File: src/rtl/gba_mem_pkg.sv
// gba_mem_pkg
//   Shared types and constants for the GBA memory bus controller:
//   region enum, FSM state encoding, region base nibbles, mirror masks,
//   default wait-state counts and the address-map decode helpers.
package gba_mem_pkg;

    // Backend region select; the numeric value is driven on ram_sel.
    typedef enum logic [2:0] {
        REG_BIOS  = 3'd0,
        REG_EWRAM = 3'd1,
        REG_IWRAM = 3'd2,
        REG_ROM   = 3'd3,
        REG_NONE  = 3'd4
    } region_e;

    typedef enum logic [1:0] {
        ST_IDLE   = 2'd0,
        ST_WAIT   = 2'd1,
        ST_ACCESS = 2'd2,
        ST_RESP   = 2'd3
    } state_e;

    // Transfer sizes; any other code behaves as a word.
    localparam logic [1:0] WIDTH_BYTE = 2'd0;
    localparam logic [1:0] WIDTH_HALF = 2'd1;

    // Region base nibbles, compared against addr[27:24] with addr[31:28]==0.
    localparam logic [3:0] BASE_BIOS   = 4'h0;
    localparam logic [3:0] BASE_EWRAM  = 4'h2;
    localparam logic [3:0] BASE_IWRAM  = 4'h3;
    localparam logic [3:0] BASE_ROM_LO = 4'h8;
    localparam logic [3:0] BASE_ROM_HI = 4'hD;

    // Word-index mirror masks applied to addr[24:2].
    localparam logic [22:0] MASK_BIOS  = 23'h000FFF;  // addr[13:2]
    localparam logic [22:0] MASK_EWRAM = 23'h00FFFF;  // addr[17:2]
    localparam logic [22:0] MASK_IWRAM = 23'h001FFF;  // addr[14:2]
    localparam logic [22:0] MASK_ROM   = 23'h7FFFFF;  // addr[24:2]

    // Default wait-state counts.
    localparam int WS_BIOS_DEF  = 0;
    localparam int WS_EWRAM_DEF = 2;
    localparam int WS_IWRAM_DEF = 0;
    localparam int WS_ROM_DEF   = 4;

    localparam int WS_CNT_W = 8;

    function automatic region_e decode_region(input logic [31:0] addr);
        region_e r;
        r = REG_NONE;
        if (addr[31:28] == 4'h0) begin
            if (addr[27:24] == BASE_BIOS) begin
                r = REG_BIOS;
            end else if (addr[27:24] == BASE_EWRAM) begin
                r = REG_EWRAM;
            end else if (addr[27:24] == BASE_IWRAM) begin
                r = REG_IWRAM;
            end else if ((addr[27:24] >= BASE_ROM_LO) && (addr[27:24] <= BASE_ROM_HI)) begin
                r = REG_ROM;
            end
        end
        return r;
    endfunction

    function automatic logic [22:0] mirror_mask(input region_e r);
        logic [22:0] m;
        case (r)
            REG_BIOS:  m = MASK_BIOS;
            REG_EWRAM: m = MASK_EWRAM;
            REG_IWRAM: m = MASK_IWRAM;
            REG_ROM:   m = MASK_ROM;
            default:   m = 23'h0;
        endcase
        return m;
    endfunction

endpackage

File: src/rtl/gba_mem_lane.sv
// gba_mem_lane
//   Combinational byte-lane logic for the memory controller.
//   Store side: byte enables and lane-replicated write data.
//   Load side: byte/half zero-extended extraction and word rotate.
// Ports:
//   addr_lo       in  2  : request address bits [1:0]
//   width         in  2  : 0=byte, 1=half, 2/3=word
//   wdata         in  32 : right-aligned store data
//   rdata         in  32 : raw backend read word
//   be            out 4  : byte enables
//   wdata_lanes   out 32 : store data replicated across lanes
//   rdata_aligned out 32 : formatted load data
module gba_mem_lane
    import gba_mem_pkg::*;
(
    input  logic [1:0]  addr_lo,
    input  logic [1:0]  width,
    input  logic [31:0] wdata,
    input  logic [31:0] rdata,
    output logic [3:0]  be,
    output logic [31:0] wdata_lanes,
    output logic [31:0] rdata_aligned
);

    logic is_byte;
    logic is_half;
    logic [31:0] rdata_rot;

    assign is_byte = (width == WIDTH_BYTE);
    assign is_half = (width == WIDTH_HALF);

    genvar gi;
    generate
        for (gi = 0; gi < 4; gi++) begin : g_lane
            localparam logic [1:0] LANE = 2'(gi);
            localparam int HALF_SRC = 8 * (gi % 2);
            localparam int WORD_SRC = 8 * gi;

            // Half stores ignore addr[0]; word stores ignore addr[1:0].
            assign be[gi] = is_byte ? (addr_lo == LANE)
                          : is_half ? (addr_lo[1] == LANE[1])
                          : 1'b1;

            assign wdata_lanes[8*gi +: 8] = is_byte ? wdata[7:0]
                                          : is_half ? wdata[HALF_SRC +: 8]
                                          : wdata[WORD_SRC +: 8];
        end
    endgenerate

    // Rotate right by 8*addr[1:0]; the addressed byte lands in [7:0],
    // which also serves the byte-load path.
    always_comb begin
        case (addr_lo)
            2'd1:    rdata_rot = {rdata[7:0],  rdata[31:8]};
            2'd2:    rdata_rot = {rdata[15:0], rdata[31:16]};
            2'd3:    rdata_rot = {rdata[23:0], rdata[31:24]};
            default: rdata_rot = rdata;
        endcase
    end

    always_comb begin
        rdata_aligned = rdata_rot;
        if (is_byte) begin
            rdata_aligned = {24'h0, rdata_rot[7:0]};
        end else if (is_half) begin
            rdata_aligned = {16'h0, (addr_lo[1] ? rdata[31:16] : rdata[15:0])};
        end
    end

endmodule

File: src/rtl/gba_mem_ctrl.sv
// gba_mem_ctrl
//   Memory bus controller between the CPU core and a synchronous backing
//   memory. Accepts one request at a time, decodes the GBA map, inserts
//   per-region wait states, performs one backend access and returns the
//   formatted result with a one-cycle mem_ok pulse.
// Ports:
//   clk, rst          : clock, synchronous active-high reset
//   mem_addr/wdata/width/read/write in : CPU request (held until mem_ok)
//   mem_rdata, mem_ok out              : response
//   ram_sel/addr/en/we/be/wdata out    : backend access port
//   ram_rdata in                       : backend data, valid cycle after ram_en
module gba_mem_ctrl
    import gba_mem_pkg::*;
#(
    parameter int WS_BIOS  = WS_BIOS_DEF,
    parameter int WS_EWRAM = WS_EWRAM_DEF,
    parameter int WS_IWRAM = WS_IWRAM_DEF,
    parameter int WS_ROM   = WS_ROM_DEF
) (
    input  logic        clk,
    input  logic        rst,
    input  logic [31:0] mem_addr,
    input  logic [31:0] mem_wdata,
    output logic [31:0] mem_rdata,
    input  logic [1:0]  mem_width,
    input  logic        mem_read,
    input  logic        mem_write,
    output logic        mem_ok,
    output logic [2:0]  ram_sel,
    output logic [22:0] ram_addr,
    output logic        ram_en,
    output logic        ram_we,
    output logic [3:0]  ram_be,
    output logic [31:0] ram_wdata,
    input  logic [31:0] ram_rdata
);

    state_e                state_reg, state_next;
    logic [WS_CNT_W-1:0]   cnt_reg, cnt_next;
    logic [24:0]           addr_reg;
    logic [1:0]            width_reg;
    logic [31:0]           wdata_reg;
    logic                  dir_reg;     // 1 = write
    region_e               region_reg;

    region_e               req_region;
    logic [WS_CNT_W-1:0]   req_ws;
    logic                  req_valid;
    logic                  accept;
    logic                  access_ok;

    logic [3:0]            lane_be;
    logic [31:0]           lane_wdata;
    logic [31:0]           lane_rdata;

    assign req_region = decode_region(mem_addr);
    assign req_valid  = mem_read | mem_write;
    assign accept     = (state_reg == ST_IDLE) && req_valid;

    always_comb begin
        case (req_region)
            REG_BIOS:  req_ws = WS_CNT_W'(WS_BIOS);
            REG_EWRAM: req_ws = WS_CNT_W'(WS_EWRAM);
            REG_IWRAM: req_ws = WS_CNT_W'(WS_IWRAM);
            REG_ROM:   req_ws = WS_CNT_W'(WS_ROM);
            default:   req_ws = '0;
        endcase
    end

    // Next-state logic
    always_comb begin
        state_next = state_reg;
        cnt_next   = cnt_reg;
        case (state_reg)
            ST_IDLE: begin
                if (req_valid) begin
                    cnt_next = req_ws;
                    if (req_region == REG_NONE) begin
                        state_next = ST_RESP;
                    end else if (req_ws == '0) begin
                        state_next = ST_ACCESS;
                    end else begin
                        state_next = ST_WAIT;
                    end
                end
            end
            ST_WAIT: begin
                if (cnt_reg <= WS_CNT_W'(1)) begin
                    state_next = ST_ACCESS;
                end else begin
                    cnt_next = cnt_reg - WS_CNT_W'(1);
                end
            end
            ST_ACCESS: state_next = ST_RESP;
            ST_RESP:   state_next = ST_IDLE;
            default:   state_next = ST_IDLE;
        endcase
    end

    always_ff @(posedge clk) begin
        if (rst) begin
            state_reg  <= ST_IDLE;
            cnt_reg    <= '0;
            addr_reg   <= '0;
            width_reg  <= '0;
            wdata_reg  <= '0;
            dir_reg    <= 1'b0;
            region_reg <= REG_BIOS;
        end else begin
            state_reg <= state_next;
            cnt_reg   <= cnt_next;
            if (accept) begin
                addr_reg   <= mem_addr[24:0];
                width_reg  <= mem_width;
                wdata_reg  <= mem_wdata;
                dir_reg    <= mem_write;   // write wins over read
                region_reg <= req_region;
            end
        end
    end

    gba_mem_lane u_lane (
        .addr_lo       (addr_reg[1:0]),
        .width         (width_reg),
        .wdata         (wdata_reg),
        .rdata         (ram_rdata),
        .be            (lane_be),
        .wdata_lanes   (lane_wdata),
        .rdata_aligned (lane_rdata)
    );

    // BIOS and ROM are read-only: writes there complete without touching
    // the backend. Unmapped requests never reach ACCESS.
    assign access_ok = (region_reg != REG_NONE)
                    && !(dir_reg && ((region_reg == REG_BIOS) || (region_reg == REG_ROM)));

    // Strobes decode from registered state and are masked by rst so that
    // a reset sampled during ACCESS cannot commit a write on that edge.
    assign ram_en    = (state_reg == ST_ACCESS) && access_ok && !rst;
    assign ram_we    = ram_en && dir_reg;
    assign ram_be    = ram_en ? lane_be : 4'b0000;
    assign ram_wdata = lane_wdata;
    assign ram_sel   = region_reg;
    assign ram_addr  = addr_reg[24:2] & mirror_mask(region_reg);

    assign mem_ok    = (state_reg == ST_RESP) && !rst;
    assign mem_rdata = (mem_ok && (region_reg != REG_NONE) && !dir_reg) ? lane_rdata : 32'h0;

endmodule

File: config.mk
export PLATFORM = sky130hd
export DESIGN_NAME = gba_mem_ctrl
export DESIGN_NICKNAME = d
export VERILOG_FILES = /design/src/rtl/gba_mem_pkg.sv /design/src/rtl/gba_mem_lane.sv /design/src/rtl/gba_mem_ctrl.sv
export SDC_FILE = /design/constraint.sdc
export NUM_CORES = 1
export LEC_CHECK = 0
export BUFFER_PORTS_ARGS = -buffer_cell sky130_fd_sc_hd__buf_2
export CELL_PAD_IN_SITES_DETAIL_PLACEMENT = 1
export CELL_PAD_IN_SITES_GLOBAL_PLACEMENT = 1
export CORE_MARGIN = 1.5
export CORE_UTILIZATION = 30
export DETAILED_ROUTE_END_ITERATION = 8
export GPL_ROUTABILITY_DRIVEN = 0
export GPL_TIMING_DRIVEN = 1
export PLACE_DENSITY_LB_ADDON = 0.2
export SLEW_MARGIN = 20
export SYNTH_ARGS = -nofsm -noshare
export SYNTH_HDL_FRONTEND = slang
export SYNTH_SLANG_ARGS = --single-unit
File: constraint.sdc
create_clock -name clk -period 1.9 [get_ports clk]
set_input_delay 0.38 -clock clk [delete_from_list [all_inputs] [get_ports clk]]
set_output_delay 0.38 -clock clk [all_outputs]
set_load 0.005 [all_outputs]
# Word-level counts from Yosys, hierarchy flattened
# Cells that the tools add are included.
[word_totals]
ff_bits = 73
in_bits = 102
output_inout_bits = 97
word_cells = 89
[op_classes]
addsub = 1
magnitude_cmp = 3
eq_ne = 19
mux = 32
bitwise_logic = 3
n_reduce_logical = 24
[op_table]
columns = ["operator", "count"]
rows = [
  ["32-bit 2-to-1 mux", 3],
  ["32-bit case mux with 3 select lines", 1],
  ["23-bit case mux with 4 select lines", 1],
  ["8-bit 2-to-1 mux", 7],
  ["23-bit bitwise AND", 1],
  ["16-bit 2-to-1 mux", 1],
  ["8-bit case mux with 2 select lines", 1],
  ["3-bit 2-to-1 mux", 5],
  ["1-bit logical AND", 10],
  ["3-bit by 2-bit == test with 1-bit output, second input constant", 3],
  ["2-bit == test, second input constant", 4],
  ["4-bit by 2-bit == test with 1-bit output, second input constant", 2],
  ["8-bit by 1-bit less-or-equal comparator with 1-bit output, second input constant", 1],
  ["4-bit logical NOT", 2],
  ["8-bit logical NOT", 1],
  ["2-bit 2-to-1 mux", 4],
  ["2-bit case mux with 4 select lines", 1],
  ["8-bit by 1-bit subtractor with 8-bit output, second input constant", 1],
  ["2-bit by 1-bit == test with 1-bit output, second input constant", 3],
  ["3-bit by 1-bit == test with 1-bit output, second input constant", 2],
  ["2-bit logical NOT", 3],
  ["1-bit 2-to-1 mux", 6],
  ["2-bit != test, second input constant", 3],
  ["3-bit case mux with 2 select lines", 1],
  ["13 further kinds", 15],
]

# Longest topological paths before layout
# Gate-level depths: netlist of run 1.
[logic_depth]
depth_word = 14
mapped_depth = 8

# Hierarchy
# From an unflattened synthesis of run 1, not the netlist that was laid out.
[unflattened]
cells_unflattened = 618
hier_area_um2 = 4667.0
[modules_own_cells]
columns = ["module", "instances", "cells_each", "area_per_inst_um2", "seq_area_each_um2"]
rows = [
  ["gba_mem_ctrl", 1, 440, 3353.2, 1461.4],
  ["gba_mem_lane", 1, 178, 1313.8, 0.0],
]

# Worst setup path before layout of run 1
# OpenSTA, ideal clock, no wires.
[synth_path]
path_kind = "register to output"
from = "register region_reg[0], in the netlist ram_sel[0]"
to = "output port mem_rdata[21]"
arrival_time_ns = 1.554
path_slack_ns = -0.034
path_stages_with_launch = 6
path_buffers = 1
cell_sequence = "dfxtp_1 nor2_1 a2111oi_4 nand2_1 buf_2 a211oi_1"
[synth_via]
elab_chain_len = 4
[synth_rtl]
columns = ["item", "line", "source"]
rows = [
  ["start, declared", "gba_mem_ctrl.sv:44", "region_e region_reg;"],
  ["start signal, assigned", "gba_mem_ctrl.sv:117", "region_reg <= req_region;"],
  ["3-bit != test", "gba_mem_ctrl.sv:147", "assign mem_rdata = (mem_ok && (region_reg != REG_NONE) && !dir_reg) ? lane_rdata : 32'h0;"],
  ["1-bit logical AND (2 in a row)", "gba_mem_ctrl.sv:147", ""],
  ["32-bit 2-to-1 mux", "gba_mem_ctrl.sv:147", ""],
  ["end, declared", "gba_mem_ctrl.sv:24", "output logic [31:0] mem_rdata,"],
]
# Every way passes these cells.

# Worst setup path in the final report of run 1
[layout_path]
from = "register state_reg[1]"
to = "output port mem_rdata[0]"
[layout_via]
elab_chain_len = 5
[layout_rtl]
columns = ["item", "line", "source"]
rows = [
  ["start, declared", "gba_mem_ctrl.sv:38", "state_e state_reg, state_next;"],
  ["start signal, assigned", "gba_mem_ctrl.sv:110", "state_reg <= state_next;"],
  ["2-bit == test", "gba_mem_ctrl.sv:146", "assign mem_ok = (state_reg == ST_RESP) && !rst;"],
  ["1-bit logical AND", "gba_mem_ctrl.sv:146", ""],
  ["1-bit logical AND (2 in a row)", "gba_mem_ctrl.sv:147", ""],
  ["32-bit 2-to-1 mux", "gba_mem_ctrl.sv:147", ""],
]
# Every way passes these cells.

==> flow_summary.ini, run 1 <==
[outcome]
outcome = finished with violations
violations = setup timing

[final_layout]
flow.area_growth_from_synthesis_pct = 57.4
fin_area_um2 = 7230
n_fill_cell = 1875
largest_register_ffs = 32
multi_input_area_um2 = 3310
number_of_nets_at_the_end_of_the_flow = 939
layout.cells.non_filler = 1025
drive_gt1_frac = 0.483
seq_area_um2 = 1480
final_util = 0.479

[worst_setup_path]
cp_common_cell = sky130_fd_sc_hd__buf_6
r2r.worst_path.cells = 8
cp_data_required_time_ns = 1.52
crit-reg2reg-launch = state_reg[0]$_SDFFE_PP0P_
timing.critical_path.from_type = flip-flop
worstReg2RegEnd = cnt_reg[7]$_SDFFE_PP0P_
path_max_fanout = 5
crit_arrival_ns = 1.87
worst_setup_path_end_kind = primary output
setup.worst_path.start = state_reg[1]$_SDFFE_PP0P_
timing.setup.critical_path_class = flip-flop to primary output
cp_slowest_stage_delay_ns = 0.36
path_cells = ha_4 > inv_2 > a2111oi_4 > buf_6 > buf_6 > o21ai_4 > a211oi_2 > buf_2
worst_path_dominant_cell_family = buffers and inverters
r2r_slack_ns = -0.15
crit_buf_inv = 4
worst_path_max_delay_cell = sky130_fd_sc_hd__dfxtp_2

[die]
fp.dieArea_um2 = 16100
floorplan.rows = 45
initial_utilization = 0.304
io-pin-count = 199
die_width_um = 127
die_h_um = 127
coreArea_um2 = 15100

[synth]
synthDominantCellAreaShare = 0.318
synthesis.instances = 601
syn_nets = 709
synth_cell_types = 53
post_synth_instance_area_um2 = 4590
postSynthAreaPerCell_um2 = 7.64
count_of_flip_flops_with_a_built_in_enable_after_synthesis = 0
synth_area_leaders = sky130_fd_sc_hd__dfxtp_1, sky130_fd_sc_hd__nand2_1, sky130_fd_sc_hd__a21oi_1, sky130_fd_sc_hd__mux2i_1, sky130_fd_sc_hd__a211oi_1
synth_register_bits = 73
async_flop_share = 0
dominantRegCellSynth = sky130_fd_sc_hd__dfxtp_1
synth_area_leader_cell = sky130_fd_sc_hd__dfxtp_1
yosys_warnings = 0
yosysSeqAreaShare = 0.318

[power_and_ir_drop]
vdd_drop_max_mv = 0.506
internal_power_consumption_mw = 5.51
p_seq_frac = 0.248
p_leak_nw = 3.16
p_sw_mw = 3.53
power.share.switching = 0.390
power.density_nw_per_um2 = 1250
power_frac_clock = 0.224
power.combinational.fraction = 0.528

[sta]
worst_slew_pin_tran_ns = 0.564
rsz0062_at_grt = yes
finalCriticalPeriod_ns = 2.25
setup_ws_ns = -0.352
final_min_period_over_clock_period = 1.19
finalClockSkew_ns = 0.00595
worst_slew_margin_rel = 0.624
fmax_mhz = 444
final_max_slew_viol_count = 0
hold_violations = 0
finalSetupViolCount = 50

[global_routing]
grt_start_max_net_pins = 51
grt_remaining_overflow = 0
grt_antenna_before_repair = 1
global_route_wire_length_before_repair_um = 27500
grt_pass1_vias = 5503
track_usage = 0.212

[min_path]
holdPathEnd = wdata_reg[3]$_SDFFE_PP0P_
hold_path_depth = 3
class_of_the_most_critical_hold_timing_path = primary input to flip-flop
origin_of_the_worst_min_delay_path = mem_wdata[3]

[detailed_routing]
number_of_drc_markers_after_the_initial_detailed_route_iteration = 240
detail_route.drc_violations = 0
wire_per_inst_um = 17.7
firstDrtPassIters = 4
vias_per_cell = 5.13
detail_route.wirelength_um = 18100
routed-via-count = 5261
remaining_antenna_violation_count = 0

[clocking]
cts-root-buf = sky130_fd_sc_hd__clkbuf_16
htree_levels = 3
clock_tree_from_tritoncts = yes
number_of_cts_inserted_buffers = 9
clock_insertion_delay_worst_skew_ns = 0.34
cts_max_path_bufs = 2
worst_setup_hold_path_clk_slew_ns = 0.06
cts_sinks = 73

[place]
port_buffers = 198
hpwlAfterDp_um = 12300
post-place-cells = 984
total_cell_area_at_the_placement_stage_um2 = 6010

[job]
number_of_max_cap_violations = 0
[timing repair]
action / in CTS / in global routing
gates resized for setup: 99 / 54
endpoints found under the setup margin: 67 / 72
cloned: 0 / 3
pin swaps: 19 / 12
hold buffers: 0 / 0
setup buffers: 10 / 13
[placed cells by master (no fill, tap or decap), types with 12 or more instances in the layout]
master / count
sky130_fd_sc_hd__mux2i_1: 27
sky130_fd_sc_hd__dfxtp_1: 63
sky130_fd_sc_hd__nand2_1: 142
sky130_fd_sc_hd__o21ai_0: 12
sky130_fd_sc_hd__a211oi_1: 15
sky130_fd_sc_hd__mux2_2: 15
sky130_fd_sc_hd__buf_6: 22
sky130_fd_sc_hd__a21oi_1: 68
sky130_fd_sc_hd__buf_2: 187
sky130_fd_sc_hd__nor2_1: 16
sky130_fd_sc_hd__nor2b_1: 23
sky130_fd_sc_hd__buf_4: 47
sky130_fd_sc_hd__a211oi_2: 23
[cell families after synthesis]
family / count (synthesis) / share of synthesized area
adder cells (fa/ha/maj): 6 / 0.0163
buffers and inverters: 62 / 0.0635
multiplexers: 57 / 0.136
AND/OR/NAND/NOR: 242 / 0.244
flip-flops: 73 / 0.318
AO/OA/AOI/OAI: 161 / 0.222
[how the worst max path moves through the flow]
stage | endpoint | slack (ns) | depth (start not counted)
6_report | mem_rdata[0] | -0.35 | 8
5_1_grt | mem_rdata[0] | -0.43 | 8
4_1_cts | mem_rdata[19] | -0.31 | 7
3_5_place_dp | mem_rdata[9] | -0.20 | 8
3_3_place_gp | mem_rdata[11] | -0.16 | 7
2_1_floorplan | mem_rdata[5] | 0.002 | 7
[power groups by stage]
stage                     Sequential [mW]  Combinational, mW  Clock (mW)
after floorplan                      2.14               2.36           0
after detailed placement             2.22               3.77           0
after global routing                 2.31               5.18        2.16
after global placement               2.20               3.63           0
after CTS                            2.22               4.24        2.08
final                                2.24               4.77        2.02
[stage by stage]
step                hold WS (ns)  power (mW)  worst slack (ns)  setup TNS, ns
global route               0.269        9.64            -0.431         -13.14
detailed placement         0.445        6.00            -0.198          -4.14
global placement           0.438        5.82            -0.161          -2.55
floorplan                  0.432        4.50           0.00232              0
CTS                        0.256        8.53            -0.313         -11.27
finish                     0.270        9.04            -0.352          -9.78
[Yosys cell counts (all sizes together) (2+ instances only)]
cell type and n:
nor3b 2, a211oi 39, mux2 23, a21oi 71, o21a 5, dfxtp 73, inv 10, o41ai 2
ha 6, nor2b 25, buf 22, or4 5, or2 3, a211o 2, nand2 144, clkbuf 29
o21ai 26, nor4b 2, nor3 9, a21o 2, o32ai 2, and2 14, nand2b 4, mux2i 32
or3 3, o31ai 2, nor2 23, nor4 2, mux4 2
[per-layer routing]
metal / share of wire / GRT usage / vias to the layer above
li1: - / - / 2556
met1: 0.44 / 0.250 / 2556
met2: 0.50 / 0.384 / 124
met3: 0.045 / 0.0498 / 23
met4: 0.015 / 0.0628 / 2
met5: 0.00072 / 0 / -
[worst reg2reg max path: cells and delay by family, from the launching register on]
family / cells / cell delay [ns]
simple gates: 3 / 1.07
flops: 1 / 0.35
buf+inv: 3 / 0.30
fa+ha+maj: 1 / 0.16
compound gates: 1 / 0.12
[area by class of cell]
class	count	area share
multi-input cells	467	0.458
repair buffers	269	0.249
clock buffers	9	0.0312
clock inverters	7	0.0175
flip-flops and latches	73	0.205
diodes	1	0.000346
inverters	11	0.00640
well taps	188	0.0325
Note: power is estimated with default switching activity, not from simulation.
==> inputs of run 2 (changes only) <==
Settings changed: CELL_PAD_IN_SITES_DETAIL_PLACEMENT 1 to 0.
==> run 2 against run 1 <==
Against the previous run: the flow still finishes with violations (setup timing); global-route usage decreased by 2.1 points; sequential share of layout area increased by 0.66 points; setup slack improved by 0.051 ns; combinational power decreased by 7.1%; wire length decreased by 12%; register-to-register slack improved by 0.04 ns; die area unchanged; flip-flop and latch count unchanged; cell count decreased by 0.98%; largest power group unchanged; highest routed layer unchanged.
==> flow_summary.ini, run 2 (synthesis results as in run 1) <==
[clocking]
cts_max_path_bufs = 2
clock_insertion_delay_worst_skew_ns = 0.35
clock_tree_from_tritoncts = yes
number_of_cts_inserted_buffers = 9
cts_hold_repair_buffers = 0
worst_setup_hold_path_clk_slew_ns = 0.06
cts_sinks = 73
htree_levels = 3
cts-root-buf = sky130_fd_sc_hd__clkbuf_16

[worst_setup_path]
cp_data_required_time_ns = 1.52
timing.setup.critical_path_class = flip-flop to primary output
timing.critical_path.from_type = flip-flop
worst_setup_path_end_kind = primary output
path_max_fanout = 4
crit_arrival_ns = 1.82

[final_layout]
drive_gt1_frac = 0.459
number_of_nets_at_the_end_of_the_flow = 930
fin_area_um2 = 7000
antenna_cells = 0
flow.area_growth_from_synthesis_pct = 52.4
n_fill_cell = 1535
layout.cells.non_filler = 1015
most-common-layout-cells = sky130_fd_sc_hd__buf_2, sky130_fd_sc_hd__nand2_1, sky130_fd_sc_hd__a21oi_1
final_common_cell = sky130_fd_sc_hd__buf_2
largest_register_ffs = 32
final_util = 0.464

[die]
die_width_um = 127
initial_utilization = 0.304
fp.dieArea_um2 = 16100
floorplan.rows = 45
io-pin-count = 199
die_h_um = 127
coreArea_um2 = 15100

[global_routing]
grt_pass1_vias = 4981
grt_antenna_before_repair = 1
global_route_wire_length_before_repair_um = 24700
track_usage = 0.191
grt_remaining_overflow = 0
grt_start_max_net_pins = 51

[power_and_ir_drop]
power.density_nw_per_um2 = 1200
p_seq_frac = 0.266
internal_power_consumption_mw = 5.11
power.share.switching = 0.392
power_frac_clock = 0.207
p_leak_nw = 3.10
vdd_drop_max_mv = 0.627
finalPower_mw = 8.40
p_sw_mw = 3.29
power.combinational.fraction = 0.527

[sta]
worst_slew_margin_rel = 0.629
fmax_mhz = 454
finalHoldWorstSlack_ns = 0.269
finalSetupViolCount = 48
final_max_slew_viol_count = 0
final_min_period_over_clock_period = 1.16
worst_slew_pin_tran_ns = 0.556
hold_violations = 0
finalClockSkew_ns = 0.00538
totalNegativeSetupSlack_ns = -8.50
rsz0062_at_grt = yes
setup_ws_ns = -0.301
finalCriticalPeriod_ns = 2.20

[detailed_routing]
firstDrtPassIters = 4
routed-via-count = 5165
detail_route.wirelength_um = 15900
vias_per_cell = 5.09
remaining_antenna_violation_count = 0
wire_per_inst_um = 15.6
detail_route.drc_violations = 0
number_of_drc_markers_after_the_initial_detailed_route_iteration = 201

[outcome]
outcome = finished with violations
violations = setup timing

[min_path]
class_of_the_most_critical_hold_timing_path = primary input to flip-flop

[place]
hpwlAfterDp_um = 11100
place_ws_ns = -0.181
post-place-cells = 984
total_cell_area_at_the_placement_stage_um2 = 6010
port_buffers = 198

[job]
number_of_max_cap_violations = 0
[run 2: layer usage]
metal	global-route usage	vias up	wire length, µm
met2	0.331	148	7600
met4	0.0388	2	134
li1	-	2548	-
met3	0.0540	15	1030
met1	0.237	2452	7090
met5	0	-	13
[run 2: power groups by stage]
stage	Combinational, mW	Sequential (mW)	Clock, mW
2_1_floorplan	2.36	2.14	0
3_3_place_gp	3.63	2.20	0
4_1_cts	4.11	2.21	1.80
6_report	4.43	2.23	1.74
5_1_grt	4.84	2.29	1.87
3_5_place_dp	3.70	2.21	0
[run 2: area by class of cell]
cell class | instances | area (µm²) | share of cell area
flip-flops and latches | 73 | 1480 | 0.211
well taps | 188 | 235 | 0.0336
inverters | 11 | 46.3 | 0.00662
multi-input cells | 466 | 3200 | 0.457
clock inverters | 7 | 78.8 | 0.0113
repair buffers | 261 | 1740 | 0.249
clock buffers | 9 | 225 | 0.0322
[run 2: timing repair]
item	4_1_cts	5_1_grt
pin swaps	21	12
gates cloned	0	2
endpoints found under the setup margin	62	116
buffers inserted	11	3
endpoints found under the hold margin	0	0
gates resized for setup	96	39
[run 2: worst paths after layout]
check / startpoint / endpoint / slack [ns] / depth (start not counted)
worst max-delay path: state_reg[1]$_SDFFE_PP0P_ / mem_rdata[3] / -0.30 / 8
worst min-delay path: mem_wdata[22] / wdata_reg[22]$_SDFFE_PP0P_ / 0.27 / 3
worst max register to register: state_reg[1]$_SDFFE_PP0P_ / cnt_reg[7]$_SDFFE_PP0P_ / -0.11 / 7
worst min register to register: addr_reg[22]$_SDFFE_PP0P_ / addr_reg[22]$_SDFFE_PP0P_ / 0.45 / 2
[run 2: worst max-delay path, cell delays in order (launching register included)]
cell and delay [ns]:
sky130_fd_sc_hd__dfxtp_2 0.35, sky130_fd_sc_hd__ha_4 0.14, sky130_fd_sc_hd__inv_4 0.04, sky130_fd_sc_hd__a2111oi_4 0.21
sky130_fd_sc_hd__buf_6 0.19, sky130_fd_sc_hd__buf_6 0.12, sky130_fd_sc_hd__o21ai_2 0.05, sky130_fd_sc_hd__a211oi_2 0.22
sky130_fd_sc_hd__buf_2 0.15
==> inputs of run 3 (changes only) <==
Settings changed: PLACE_DENSITY_LB_ADDON 0.2 to 0.1.
==> run 3 against run 2 <==
Against the previous run: the run still ends with setup timing left; clock skew barely moved; wire length shrank 0.52%; maximum frequency is 2.3% lower; die area did not move; first-iteration DRC count down 18%; cell count down 0.20%; final area is 0.36% lower; critical endpoint is now mem_rdata[31].
==> flow_summary.ini, run 3 (synthesis results as in run 1) <==
[die]
floorplan.rows = 45
die_h_um = 127
die_width_um = 127
fp.dieArea_um2 = 16100
io-pin-count = 199
coreArea_um2 = 15100
initial_utilization = 0.304

[final_layout]
n_fill_cell = 1543
final_common_cell = sky130_fd_sc_hd__buf_2
flow.area_growth_from_synthesis_pct = 51.8
fin_area_um2 = 6970
antenna_cells = 0
drive_gt1_frac = 0.452
number_of_nets_at_the_end_of_the_flow = 928
most-common-layout-cells = sky130_fd_sc_hd__buf_2, sky130_fd_sc_hd__nand2_1, sky130_fd_sc_hd__a21oi_1
final_util = 0.462
largest_register_ffs = 32

[worst_setup_path]
r2r.worst_path.cells = 8
path_cells = ha_4 > inv_4 > a2111oi_4 > buf_6 > nand2_8 > a211oi_2 > buf_2
r2r_slack_ns = -0.09
cp_data_required_time_ns = 1.52
timing.setup.critical_path_class = flip-flop to primary output
worst_path_max_delay_cell = sky130_fd_sc_hd__dfxtp_2
worstReg2RegEnd = cnt_reg[7]$_SDFFE_PP0P_
cp_slowest_stage_delay_ns = 0.35
crit_arrival_ns = 1.87
path_max_fanout = 8
timing.critical_path.from_type = flip-flop
crit-reg2reg-launch = state_reg[0]$_SDFFE_PP0P_
worst_setup_path_end_kind = primary output

[sta]
hold_violations = 0
final_min_period_over_clock_period = 1.19
finalClockSkew_ns = 0.00541
finalCriticalPeriod_ns = 2.25
worst_slew_pin_tran_ns = 0.678
rsz0062_at_grt = yes
worst_slew_margin_rel = 0.546
fmax_mhz = 444
final_max_slew_viol_count = 0
finalHoldWorstSlack_ns = 0.272
setup_ws_ns = -0.352
finalSetupViolCount = 43

[power_and_ir_drop]
power.share.switching = 0.383
p_seq_frac = 0.261
power.combinational.fraction = 0.521
finalPower_mw = 8.50
p_sw_mw = 3.26
internal_power_consumption_mw = 5.24
power.density_nw_per_um2 = 1220
vdd_drop_max_mv = 0.861
power_frac_clock = 0.218
p_leak_nw = 3.08

[detailed_routing]
detail_route.wirelength_um = 15800
routed-via-count = 5072
firstDrtPassIters = 4
remaining_antenna_violation_count = 0
detail_route.drc_violations = 0
vias_per_cell = 5.01
number_of_drc_markers_after_the_initial_detailed_route_iteration = 165
wire_per_inst_um = 15.6

[global_routing]
grt_remaining_overflow = 0
grt_antenna_before_repair = 1
global_route_wire_length_before_repair_um = 24500
track_usage = 0.190
grt_pass1_vias = 4970
grt_start_max_net_pins = 74

[clocking]
cts-root-buf = sky130_fd_sc_hd__clkbuf_16
number_of_cts_inserted_buffers = 9
htree_levels = 3
cts_max_path_bufs = 2
cts_sinks = 73
clock_tree_from_tritoncts = yes
clock_insertion_delay_worst_skew_ns = 0.34
worst_setup_hold_path_clk_slew_ns = 0.06
cts_hold_repair_buffers = 0

[outcome]
outcome = finished with violations
violations = setup timing

[place]
port_buffers = 198
total_cell_area_at_the_placement_stage_um2 = 6030
hpwlAfterDp_um = 11100

[min_path]
class_of_the_most_critical_hold_timing_path = primary input to flip-flop
hold_path_depth = 3
holdPathEnd = addr_reg[15]$_SDFFE_PP0P_
origin_of_the_worst_min_delay_path = mem_addr[15]

[job]
number_of_max_cap_violations = 0
## run 3: changes by cell type in the layout (fill, tap and decap cells not counted), moves of 2 or more
cell,before,now
sky130_fd_sc_hd__dfxtp_2,10,7
sky130_fd_sc_hd__clkbuf_16,11,9
sky130_fd_sc_hd__dfxtp_1,62,64
sky130_fd_sc_hd__o21ai_2,5,1
sky130_fd_sc_hd__a211oi_1,25,20
sky130_fd_sc_hd__a211oi_2,14,19
sky130_fd_sc_hd__clkinvlp_4,2,0
sky130_fd_sc_hd__o21ai_1,6,8
sky130_fd_sc_hd__buf_6,22,25
sky130_fd_sc_hd__o21ai_0,12,15
sky130_fd_sc_hd__nor4b_1,2,0
sky130_fd_sc_hd__buf_4,40,35
## run 3: worst max-delay path, delay by kind of cell (launching register included)
family,cells,cell delay (ns)
AO/OA/AOI/OAI,2,0.55
adder cells (fa/ha/maj),1,0.14
flip-flops,1,0.35
AND/OR/NAND/NOR,1,0.09
buffers and inverters,3,0.39
## run 3: power groups by stage
stage | Clock, mW | Sequential [mW] | Combinational (mW)
6_report | 1.85 | 2.22 | 4.43
5_1_grt | 1.99 | 2.28 | 4.86
4_1_cts | 1.91 | 2.19 | 4.11
3_5_place_dp | 0 | 2.21 | 3.80
3_3_place_gp | 0 | 2.19 | 3.75
2_1_floorplan | 0 | 2.14 | 2.36
## run 3: final cells by class
cell class | count | area [µm²] | share of cell area
multi-input cells | 467 | 3200 | 0.459
repair buffers | 258 | 1690 | 0.242
flip-flops and latches | 73 | 1480 | 0.212
well taps | 188 | 235 | 0.0337
clock buffers | 10 | 229 | 0.0328
clock inverters | 6 | 91.3 | 0.0131
inverters | 11 | 46.3 | 0.00664
## run 3: worst max-delay path by stage
stage / end / slack (ns) / startpoint / cells past startpoint
finish: mem_rdata[31] / -0.35 / state_reg[1]$_SDFFE_PP0P_ / 7
global route: mem_rdata[20] / -0.49 / state_reg[1]$_SDFFE_PP0P_ / 7
CTS: mem_rdata[30] / -0.45 / state_reg[0]$_SDFFE_PP0P_ / 7
detailed placement: mem_rdata[30] / -0.22 / rst / 6
global placement: mem_rdata[23] / -0.17 / rst / 6
floorplan: mem_rdata[5] / 0.002 / width_reg[1]$_SDFFE_PP0P_ / 7
## run 3: layer usage
metal,vias to the layer above,wire length (µm),track usage
li1,2536,-,-
met1,2390,7140,0.237
met2,124,7530,0.319
met3,20,823,0.0447
met4,2,264,0.0722
met5,-,19,0
## run 3: timing repair
action | in CTS | in global routing
gates cloned | 0 | 1
setup endpoints to repair | 62 | 71
setup buffers | 10 | 5
pin swaps | 13 | 19
gates resized for setup | 63 | 68
## run 3: through the flow
step                setup TNS, ns  setup WS, ns  instances
CTS                        -14.46        -0.447       1010
global placement            -3.43        -0.172        984
finish                     -11.43        -0.352       1013
detailed placement          -4.33        -0.220        984
floorplan                       0       0.00232        601
global route               -16.02        -0.489       1013
